[src/rtl/riscv_ahb3lite_bus_arbiter_if.sv]
// AHB3-Lite signal bundle: one instance each for the instruction side,
// the data side and the shared system bus of riscv_ahb3lite_bus_arbiter.
interface riscv_ahb3lite_bus_arbiter_if #(
    parameter int HADDR_SIZE = 32,
    parameter int HDATA_SIZE = 32
);
    logic                  HSEL;
    logic [HADDR_SIZE-1:0] HADDR;
    logic [HDATA_SIZE-1:0] HWDATA;
    logic                  HWRITE;
    logic [2:0]            HSIZE;
    logic [2:0]            HBURST;
    logic [3:0]            HPROT;
    logic [1:0]            HTRANS;
    logic                  HMASTLOCK;
    logic [HDATA_SIZE-1:0] HRDATA;
    logic                  HREADY;
    logic                  HRESP;

    modport master (
        output HSEL, HADDR, HWDATA, HWRITE, HSIZE, HBURST, HPROT, HTRANS, HMASTLOCK,
        input  HRDATA, HREADY, HRESP
    );

    modport slave (
        input  HSEL, HADDR, HWDATA, HWRITE, HSIZE, HBURST, HPROT, HTRANS, HMASTLOCK,
        output HRDATA, HREADY, HRESP
    );
endinterface

[src/rtl/riscv_ahb3lite_bus_arbiter.sv]
// Shares one AHB3-Lite master port between the instruction and data masters, replaying a
// losing master's captured address phase. Define RISCV_AHB_ARB_RR_EN for round-robin arbitration.
module riscv_ahb3lite_bus_arbiter #(
    parameter int HADDR_SIZE   = 32,
    parameter int HDATA_SIZE   = 32,
    parameter int DAT_PRIORITY = 1
) (
    input  logic                         HRESETn,
    input  logic                         HCLK,
    riscv_ahb3lite_bus_arbiter_if.slave  ins,
    riscv_ahb3lite_bus_arbiter_if.slave  dat,
    riscv_ahb3lite_bus_arbiter_if.master bus
);
    localparam logic [1:0] HTRANS_IDLE   = 2'b00;
    localparam logic [1:0] HTRANS_NONSEQ = 2'b10;

    typedef enum logic [1:0] {OWN_NONE, OWN_INS, OWN_DAT} owner_e;
    typedef enum logic       {GNT_INS, GNT_DAT}           gnt_e;

    typedef struct packed {
        logic [HADDR_SIZE-1:0] haddr;
        logic                  hwrite;
        logic [2:0]            hsize;
        logic [2:0]            hburst;
        logic [3:0]            hprot;
        logic [1:0]            htrans;
        logic                  hmastlock;
    } aphase_t;

    aphase_t live_ins, live_dat;
    aphase_t pend_ins, pend_dat;
    aphase_t issued;
    logic    pending_ins, pending_dat;
    gnt_e    gnt, winner, contend_winner;
    owner_e  downer;
    logic    ins_ready, dat_ready;
    logic    live_req_ins, live_req_dat;
    logic    req_ins, req_dat;
    logic    hold, issue, accept;
    logic    capture_ins, capture_dat;

    assign live_ins = {ins.HADDR, ins.HWRITE, ins.HSIZE, ins.HBURST, ins.HPROT, ins.HTRANS, ins.HMASTLOCK};
    assign live_dat = {dat.HADDR, dat.HWRITE, dat.HSIZE, dat.HBURST, dat.HPROT, dat.HTRANS, dat.HMASTLOCK};

    // A master stalls while its captured transfer waits; otherwise it follows the bus
    // only when it owns the current data phase.
    assign ins_ready = (downer == OWN_INS) ? bus.HREADY : ~pending_ins;
    assign dat_ready = (downer == OWN_DAT) ? bus.HREADY : ~pending_dat;

    assign live_req_ins = ins.HSEL & (ins.HTRANS == HTRANS_NONSEQ) & ins_ready;
    assign live_req_dat = dat.HSEL & (dat.HTRANS == HTRANS_NONSEQ) & dat_ready;
    assign req_ins      = pending_ins | live_req_ins;
    assign req_dat      = pending_dat | live_req_dat;

    // SEQ and BUSY both have HTRANS[0] set; bursts and locked sequences keep the grant.
    assign hold = (gnt == GNT_INS) ? (ins.HSEL & (ins.HTRANS[0] | ins.HMASTLOCK))
                                   : (dat.HSEL & (dat.HTRANS[0] | dat.HMASTLOCK));

`ifdef RISCV_AHB_ARB_RR_EN
    assign contend_winner = (gnt == GNT_INS) ? GNT_DAT : GNT_INS;
`else
    assign contend_winner = (DAT_PRIORITY != 0) ? GNT_DAT : GNT_INS;
`endif

    always_comb begin
        // NOTE: defaulting every always_comb target first keeps any path from inferring a latch.
        winner = gnt;
        if (hold)                winner = gnt;
        else if (req_ins && req_dat) winner = contend_winner;
        else if (req_dat)        winner = GNT_DAT;
        else if (req_ins)        winner = GNT_INS;
    end

    assign issue = hold | req_ins | req_dat;

    always_comb begin
        issued = live_ins;
        if (winner == GNT_INS) issued = pending_ins ? pend_ins : live_ins;
        else                   issued = pending_dat ? pend_dat : live_dat;
    end

    always_comb begin
        bus.HSEL      = 1'b0;
        bus.HADDR     = '0;
        bus.HWRITE    = 1'b0;
        bus.HSIZE     = 3'b000;
        bus.HBURST    = 3'b000;
        bus.HPROT     = 4'b0000;
        bus.HTRANS    = HTRANS_IDLE;
        bus.HMASTLOCK = 1'b0;
        if (HRESETn) begin
            bus.HSEL      = issue;
            bus.HADDR     = issued.haddr;
            bus.HWRITE    = issued.hwrite;
            bus.HSIZE     = issued.hsize;
            bus.HBURST    = issued.hburst;
            bus.HPROT     = issued.hprot;
            bus.HTRANS    = issue ? issued.htrans : HTRANS_IDLE;
            bus.HMASTLOCK = issue & issued.hmastlock;
        end
    end

    assign bus.HWDATA = (downer == OWN_DAT) ? dat.HWDATA : ins.HWDATA;

    assign ins.HRDATA = bus.HRDATA;
    assign dat.HRDATA = bus.HRDATA;
    assign ins.HREADY = ins_ready;
    assign dat.HREADY = dat_ready;
    assign ins.HRESP  = (downer == OWN_INS) ? bus.HRESP : 1'b0;
    assign dat.HRESP  = (downer == OWN_DAT) ? bus.HRESP : 1'b0;

    // A live NONSEQ the master believes accepted must be kept unless the bus took it this cycle.
    assign accept      = bus.HREADY & issue;
    assign capture_ins = live_req_ins & ~(accept & (winner == GNT_INS));
    assign capture_dat = live_req_dat & ~(accept & (winner == GNT_DAT));

    // NOTE: sequential state uses non-blocking assignments so every register sees pre-edge values.
    always_ff @(posedge HCLK or negedge HRESETn) begin
        if (!HRESETn) begin
            pending_ins <= 1'b0;
            pending_dat <= 1'b0;
            pend_ins    <= '0;
            pend_dat    <= '0;
            gnt         <= GNT_INS;
            downer      <= OWN_NONE;
        end else begin
            if (capture_ins) begin
                pending_ins <= 1'b1;
                pend_ins    <= live_ins;
            end else if (accept && (winner == GNT_INS)) begin
                pending_ins <= 1'b0;
            end

            if (capture_dat) begin
                pending_dat <= 1'b1;
                pend_dat    <= live_dat;
            end else if (accept && (winner == GNT_DAT)) begin
                pending_dat <= 1'b0;
            end

            if (bus.HREADY) begin
                if (issue) begin
                    gnt <= winner;
                    if (issued.htrans[1]) downer <= (winner == GNT_DAT) ? OWN_DAT : OWN_INS;
                    else                  downer <= OWN_NONE;
                end else begin
                    downer <= OWN_NONE;
                end
            end
        end
    end
endmodule

[src/flat_wrapper.sv]
// flat-port wrapper written by rule: the top's interface ports become plain ports
module riscv_ahb3lite_bus_arbiter_flat 
#(
    parameter int HADDR_SIZE   = 32,
    parameter int HDATA_SIZE   = 32,
    parameter int DAT_PRIORITY = 1
)
  (HRESETn, HCLK, ins_HSEL, ins_HADDR, ins_HWDATA, ins_HWRITE, ins_HSIZE, ins_HBURST, ins_HPROT, ins_HTRANS, ins_HMASTLOCK, ins_HRDATA, ins_HREADY, ins_HRESP, dat_HSEL, dat_HADDR, dat_HWDATA, dat_HWRITE, dat_HSIZE, dat_HBURST, dat_HPROT, dat_HTRANS, dat_HMASTLOCK, dat_HRDATA, dat_HREADY, dat_HRESP, bus_HSEL, bus_HADDR, bus_HWDATA, bus_HWRITE, bus_HSIZE, bus_HBURST, bus_HPROT, bus_HTRANS, bus_HMASTLOCK, bus_HRDATA, bus_HREADY, bus_HRESP);
  riscv_ahb3lite_bus_arbiter_if #(.HADDR_SIZE(HADDR_SIZE), .HDATA_SIZE(HDATA_SIZE)) ins_i ();
  riscv_ahb3lite_bus_arbiter_if #(.HADDR_SIZE(HADDR_SIZE), .HDATA_SIZE(HDATA_SIZE)) dat_i ();
  riscv_ahb3lite_bus_arbiter_if #(.HADDR_SIZE(HADDR_SIZE), .HDATA_SIZE(HDATA_SIZE)) bus_i ();
  input  logic HRESETn;
  input  logic HCLK;
  input wire logic [$bits(ins_i.HSEL)-1:0] ins_HSEL;
  input wire logic [$bits(ins_i.HADDR)-1:0] ins_HADDR;
  input wire logic [$bits(ins_i.HWDATA)-1:0] ins_HWDATA;
  input wire logic [$bits(ins_i.HWRITE)-1:0] ins_HWRITE;
  input wire logic [$bits(ins_i.HSIZE)-1:0] ins_HSIZE;
  input wire logic [$bits(ins_i.HBURST)-1:0] ins_HBURST;
  input wire logic [$bits(ins_i.HPROT)-1:0] ins_HPROT;
  input wire logic [$bits(ins_i.HTRANS)-1:0] ins_HTRANS;
  input wire logic [$bits(ins_i.HMASTLOCK)-1:0] ins_HMASTLOCK;
  output wire logic [$bits(ins_i.HRDATA)-1:0] ins_HRDATA;
  output wire logic [$bits(ins_i.HREADY)-1:0] ins_HREADY;
  output wire logic [$bits(ins_i.HRESP)-1:0] ins_HRESP;
  input wire logic [$bits(dat_i.HSEL)-1:0] dat_HSEL;
  input wire logic [$bits(dat_i.HADDR)-1:0] dat_HADDR;
  input wire logic [$bits(dat_i.HWDATA)-1:0] dat_HWDATA;
  input wire logic [$bits(dat_i.HWRITE)-1:0] dat_HWRITE;
  input wire logic [$bits(dat_i.HSIZE)-1:0] dat_HSIZE;
  input wire logic [$bits(dat_i.HBURST)-1:0] dat_HBURST;
  input wire logic [$bits(dat_i.HPROT)-1:0] dat_HPROT;
  input wire logic [$bits(dat_i.HTRANS)-1:0] dat_HTRANS;
  input wire logic [$bits(dat_i.HMASTLOCK)-1:0] dat_HMASTLOCK;
  output wire logic [$bits(dat_i.HRDATA)-1:0] dat_HRDATA;
  output wire logic [$bits(dat_i.HREADY)-1:0] dat_HREADY;
  output wire logic [$bits(dat_i.HRESP)-1:0] dat_HRESP;
  output wire logic [$bits(bus_i.HSEL)-1:0] bus_HSEL;
  output wire logic [$bits(bus_i.HADDR)-1:0] bus_HADDR;
  output wire logic [$bits(bus_i.HWDATA)-1:0] bus_HWDATA;
  output wire logic [$bits(bus_i.HWRITE)-1:0] bus_HWRITE;
  output wire logic [$bits(bus_i.HSIZE)-1:0] bus_HSIZE;
  output wire logic [$bits(bus_i.HBURST)-1:0] bus_HBURST;
  output wire logic [$bits(bus_i.HPROT)-1:0] bus_HPROT;
  output wire logic [$bits(bus_i.HTRANS)-1:0] bus_HTRANS;
  output wire logic [$bits(bus_i.HMASTLOCK)-1:0] bus_HMASTLOCK;
  input wire logic [$bits(bus_i.HRDATA)-1:0] bus_HRDATA;
  input wire logic [$bits(bus_i.HREADY)-1:0] bus_HREADY;
  input wire logic [$bits(bus_i.HRESP)-1:0] bus_HRESP;
  assign ins_i.HSEL = ins_HSEL;
  assign ins_i.HADDR = ins_HADDR;
  assign ins_i.HWDATA = ins_HWDATA;
  assign ins_i.HWRITE = ins_HWRITE;
  assign ins_i.HSIZE = ins_HSIZE;
  assign ins_i.HBURST = ins_HBURST;
  assign ins_i.HPROT = ins_HPROT;
  assign ins_i.HTRANS = ins_HTRANS;
  assign ins_i.HMASTLOCK = ins_HMASTLOCK;
  assign ins_HRDATA = ins_i.HRDATA;
  assign ins_HREADY = ins_i.HREADY;
  assign ins_HRESP = ins_i.HRESP;
  assign dat_i.HSEL = dat_HSEL;
  assign dat_i.HADDR = dat_HADDR;
  assign dat_i.HWDATA = dat_HWDATA;
  assign dat_i.HWRITE = dat_HWRITE;
  assign dat_i.HSIZE = dat_HSIZE;
  assign dat_i.HBURST = dat_HBURST;
  assign dat_i.HPROT = dat_HPROT;
  assign dat_i.HTRANS = dat_HTRANS;
  assign dat_i.HMASTLOCK = dat_HMASTLOCK;
  assign dat_HRDATA = dat_i.HRDATA;
  assign dat_HREADY = dat_i.HREADY;
  assign dat_HRESP = dat_i.HRESP;
  assign bus_HSEL = bus_i.HSEL;
  assign bus_HADDR = bus_i.HADDR;
  assign bus_HWDATA = bus_i.HWDATA;
  assign bus_HWRITE = bus_i.HWRITE;
  assign bus_HSIZE = bus_i.HSIZE;
  assign bus_HBURST = bus_i.HBURST;
  assign bus_HPROT = bus_i.HPROT;
  assign bus_HTRANS = bus_i.HTRANS;
  assign bus_HMASTLOCK = bus_i.HMASTLOCK;
  assign bus_i.HRDATA = bus_HRDATA;
  assign bus_i.HREADY = bus_HREADY;
  assign bus_i.HRESP = bus_HRESP;
  riscv_ahb3lite_bus_arbiter #(.HADDR_SIZE(HADDR_SIZE), .HDATA_SIZE(HDATA_SIZE), .DAT_PRIORITY(DAT_PRIORITY)) u_core (.HRESETn(HRESETn), .HCLK(HCLK), .ins(ins_i), .dat(dat_i), .bus(bus_i));
endmodule
[config.mk]
export PLATFORM = sky130hd
export DESIGN_NAME = riscv_ahb3lite_bus_arbiter_flat
export DESIGN_NICKNAME = d
export VERILOG_FILES = /design/src/rtl/riscv_ahb3lite_bus_arbiter_if.sv /design/src/rtl/riscv_ahb3lite_bus_arbiter.sv /design/src/flat_wrapper.sv
export SDC_FILE = /design/constraint.sdc
export NUM_CORES = 1
export LEC_CHECK = 0
export BUFFER_PORTS_ARGS = -buffer_cell sky130_fd_sc_hd__buf_2
export CAP_MARGIN = 5
export CORE_AREA = 2 2 131 133
export DETAILED_ROUTE_END_ITERATION = 10
export DIE_AREA = 0 0 133 135
export GPL_ROUTABILITY_DRIVEN = 0
export PLACE_DENSITY = 0.69
export SLEW_MARGIN = 25
export SYNTH_ARGS = -nofsm -noshare
export SYNTH_HDL_FRONTEND = slang
export SYNTH_SLANG_ARGS = --single-unit
[constraint.sdc]
create_clock -name HCLK -period 3.5 [get_ports HCLK]
set_input_delay 0.35 -clock HCLK [delete_from_list [all_inputs] [get_ports HCLK]]
set_output_delay 0.35 -clock HCLK [all_outputs]
set_load 0.02 [all_outputs]
==> qor.txt <==
Outcome = completed
Post-synth EDFFs = 0
RR Endpoint = u_core.pend_ins[27]
Yosys reg bits = 97
Register area = 2430 µm²
Vias/cell = 5.02
Initial Util = 0.390
Setup TNS = 0 ns
Minimum clock period after layout = 2.78 ns
DRC = 0
Pwr dens = 621 nW/µm²
Worst Hold Slack = 0.224 ns
Layout cell share with drive strength beyond 1 = 0.597
Most common library cells after synthesis = mux2_2, dfrtp_1, buf_4
CP max stage delay = 0.58 ns
Unique masters post-synth = 40
Htree depth = 3
Initial DRC count = 233
Total CTS buffers = 9
Top FF cell, synth = dfrtp_1
Synth-to-Final Area Change = 18.9%
CP endpoint kind = output pin
Initial antenna violation count = 1
Core ar. = 16400 µm²
Syn Nets = 753
Crit path kind = flip-flop to output pin
Worst-Skew Late Latency = 0.35 ns
Hold wc startpoint = ins_HADDR[14]
Hold Fails Final Rpt = 0
Number of port buffers = 244
Post-CTS resize count = 0
Tot Pwr = 0.00472 W
Worst slew margin = 0.410
Critical path data required time = 3.15 ns
Worst Path Arrival = 2.43 ns
Rows = 47
Worst-path cell chain = inv_1 > o211ai_1 > o21ai_4 > buf_12 > o21ai_0 > a21oi_1 > buf_2
Synth Area per Inst = 11.4 µm²
Vias in the first global route = 4701
Synth warn = 0
Total Routing Usage GR = 0.192
Area occupied by multi-input gates = 3260 µm²
Placed insts = 930
Transition time of the tightest slew-check pin = 0.885 ns
DRT antenna net count = 0
Crit path max fanout = 86
Die height = 135 µm
VDD IR max = 0.311 mV
Reg power frac = 0.381
First-pass GRT wire length = 26.5 mm
Non-Filler Instances = 949
Mapped Cells = 559
Filler cells = 1540
Max Transition Viols Final = 0
Clock transition at path regs = 0.07 ns
Boundary pin count = 341
Largest area contributor in the netlist = dfrtp_1
Detailed Route WL = 17.6 mm
RSZ-0062 raised after global routing = false
Slowest CP cell = dfrtp_2
RR Startpoint = u_core.pending_dat
Worst R2R Path Depth = 5
Worst Setup Start Kind = flip-flop
Clk sink count = 97
Dpl hpwl = 13.1 mm
Async set-reset flop share out of synthesis = 1.00
Clock share of power = 0.205
Setup crit start = u_core.pending_dat
Hold Crit Class = primary input to flip-flop
Clock root buffer master = clkbuf_16
DIE WIDTH = 133 µm
Final period utilization = 0.794
Largest net degree at the start of global routing = 87
Max Cap Viol = 0
Synth top area share = 0.379
Comb power frac = 0.414
P_leak = 3.62 nW
FF-to-FF setup slack = 0.95 ns
Vias = 4766
Fmax = 0.360 GHz
CTS tree = built
Hold path cells = 2
Final core occ = 0.464
First-pass DRT Iterations = 4
Setup bufs post-CTS = 0
Most common cell in the netlist = mux2_2
Internal = 0.00302 W
Setup Viol. Count Final = 0
Top cells by area, synth = dfrtp_1, mux2_2, buf_4
Register area share after synthesis = 0.379
Hold Path Sink = u_core.pend_ins[28]
Switch share = 0.361
Layout Skew = 0.0100 ns
GR Overflow Total = 0
DIE AREA = 18000 µm²
Longest Clk Path Bufs = 2
Nets = 916
Drt wl/cell = 18.5 µm
Cell area after synthesis = 6400 µm²
Switching power = 0.00170 W
-- final cells by class --
class / count / share of cell area
diodes: 2 / 0.000658
clock buffers: 9 / 0.0296
clock inverters: 7 / 0.00806
inverters: 4 / 0.00197
multi-input cells: 357 / 0.429
flip-flops and latches: 97 / 0.319
well taps: 220 / 0.0362
repair buffers: 253 / 0.175
-- registers in the layout, indices dropped and copies added, names as in the netlist --
| signal | count |
|---|---|
| u_core.pending_dat | 1 |
| u_core.pending_ins | 1 |
| u_core.downer | 2 |
| u_core.pend_ins | 46 |
| u_core.pend_dat | 46 |
| u_core.gnt | 1 |
-- critical path, delay by kind of cell, from the launching register on --
kind	cells	cell delay, ns
compound gates	4	0.75
buf+inv	3	0.65
flops	1	0.58
-- timing repair --
item / CTS / global route
endpoints found under the hold margin: 18 / 0
hold buffers: 1 / 0
setup endpoints to repair: 0 / 0
-- stage by stage --
step                instance area, µm²  worst slack (ns)
finish                            7610             0.721
floorplan                         6400              1.31
detailed placement                7300             0.893
global placement                  7300             0.936
CTS                               7600             0.724
global route                      7600             0.543
-- power groups by stage --
stage	clock, W	sequential, W	combinational (W)
after floorplan	0	0.00173	0.00159
after global placement	0	0.00179	0.00194
after detailed placement	0	0.00180	0.00198
after CTS	0.00102	0.00179	0.00197
after global routing	0.00105	0.00186	0.00212
final	0.000970	0.00180	0.00195
-- cells in the final DEF, fill, tap and decap left out, drive strengths merged, types with 2 or more instances in the layout --
master,count
and2,3
nor2,4
mux2,164
nand3,2
nand2,10
mux2i,46
buf,252
o211ai,2
and3,2
inv,8
a21oi,53
clkbuf,9
o21ai,49
clkinv,2
o22ai,2
diode,2
nand2b,4
dfrtp,97
-- worst max path at each step --
| stage | end | slack (ns) | cells after the start |
|---|---|---|---|
| global route | bus_HADDR[31] | 0.54 | 7 |
| floorplan | bus_HTRANS[1] | 1.31 | 6 |
| detailed placement | u_core.pend_ins[27] | 0.89 | 5 |
| global placement | u_core.pend_ins[29] | 0.94 | 5 |
| finish | bus_HADDR[0] | 0.72 | 7 |
| CTS | bus_HTRANS[1] | 0.72 | 6 |
-- routing by layer --
layer	GRT usage	wire, µm	vias up	share of wire
li1	-	-	2283	-
met2	0.303	8360	177	0.48
met1	0.249	7580	2263	0.43
met5	0	0	-	0
met3	0.0619	1270	43	0.072
met4	0.0639	377	0	0.021
-- cell families (layout without fill, tap and decap cells) --
| logic type | after synthesis | after routing | synth area share |
|---|---|---|---|
| muxes | 210 | 210 | 0.378 |
| AOI/OAI and AO/OA | 114 | 114 | 0.0966 |
| buffers and inverters | 105 | 273 | 0.112 |
| DFF | 97 | 97 | 0.379 |
| and+or+nand+nor | 33 | 33 | 0.0340 |
| other | 0 | 2 | 0 |
Note: power is estimated with default switching activity, not from simulation.
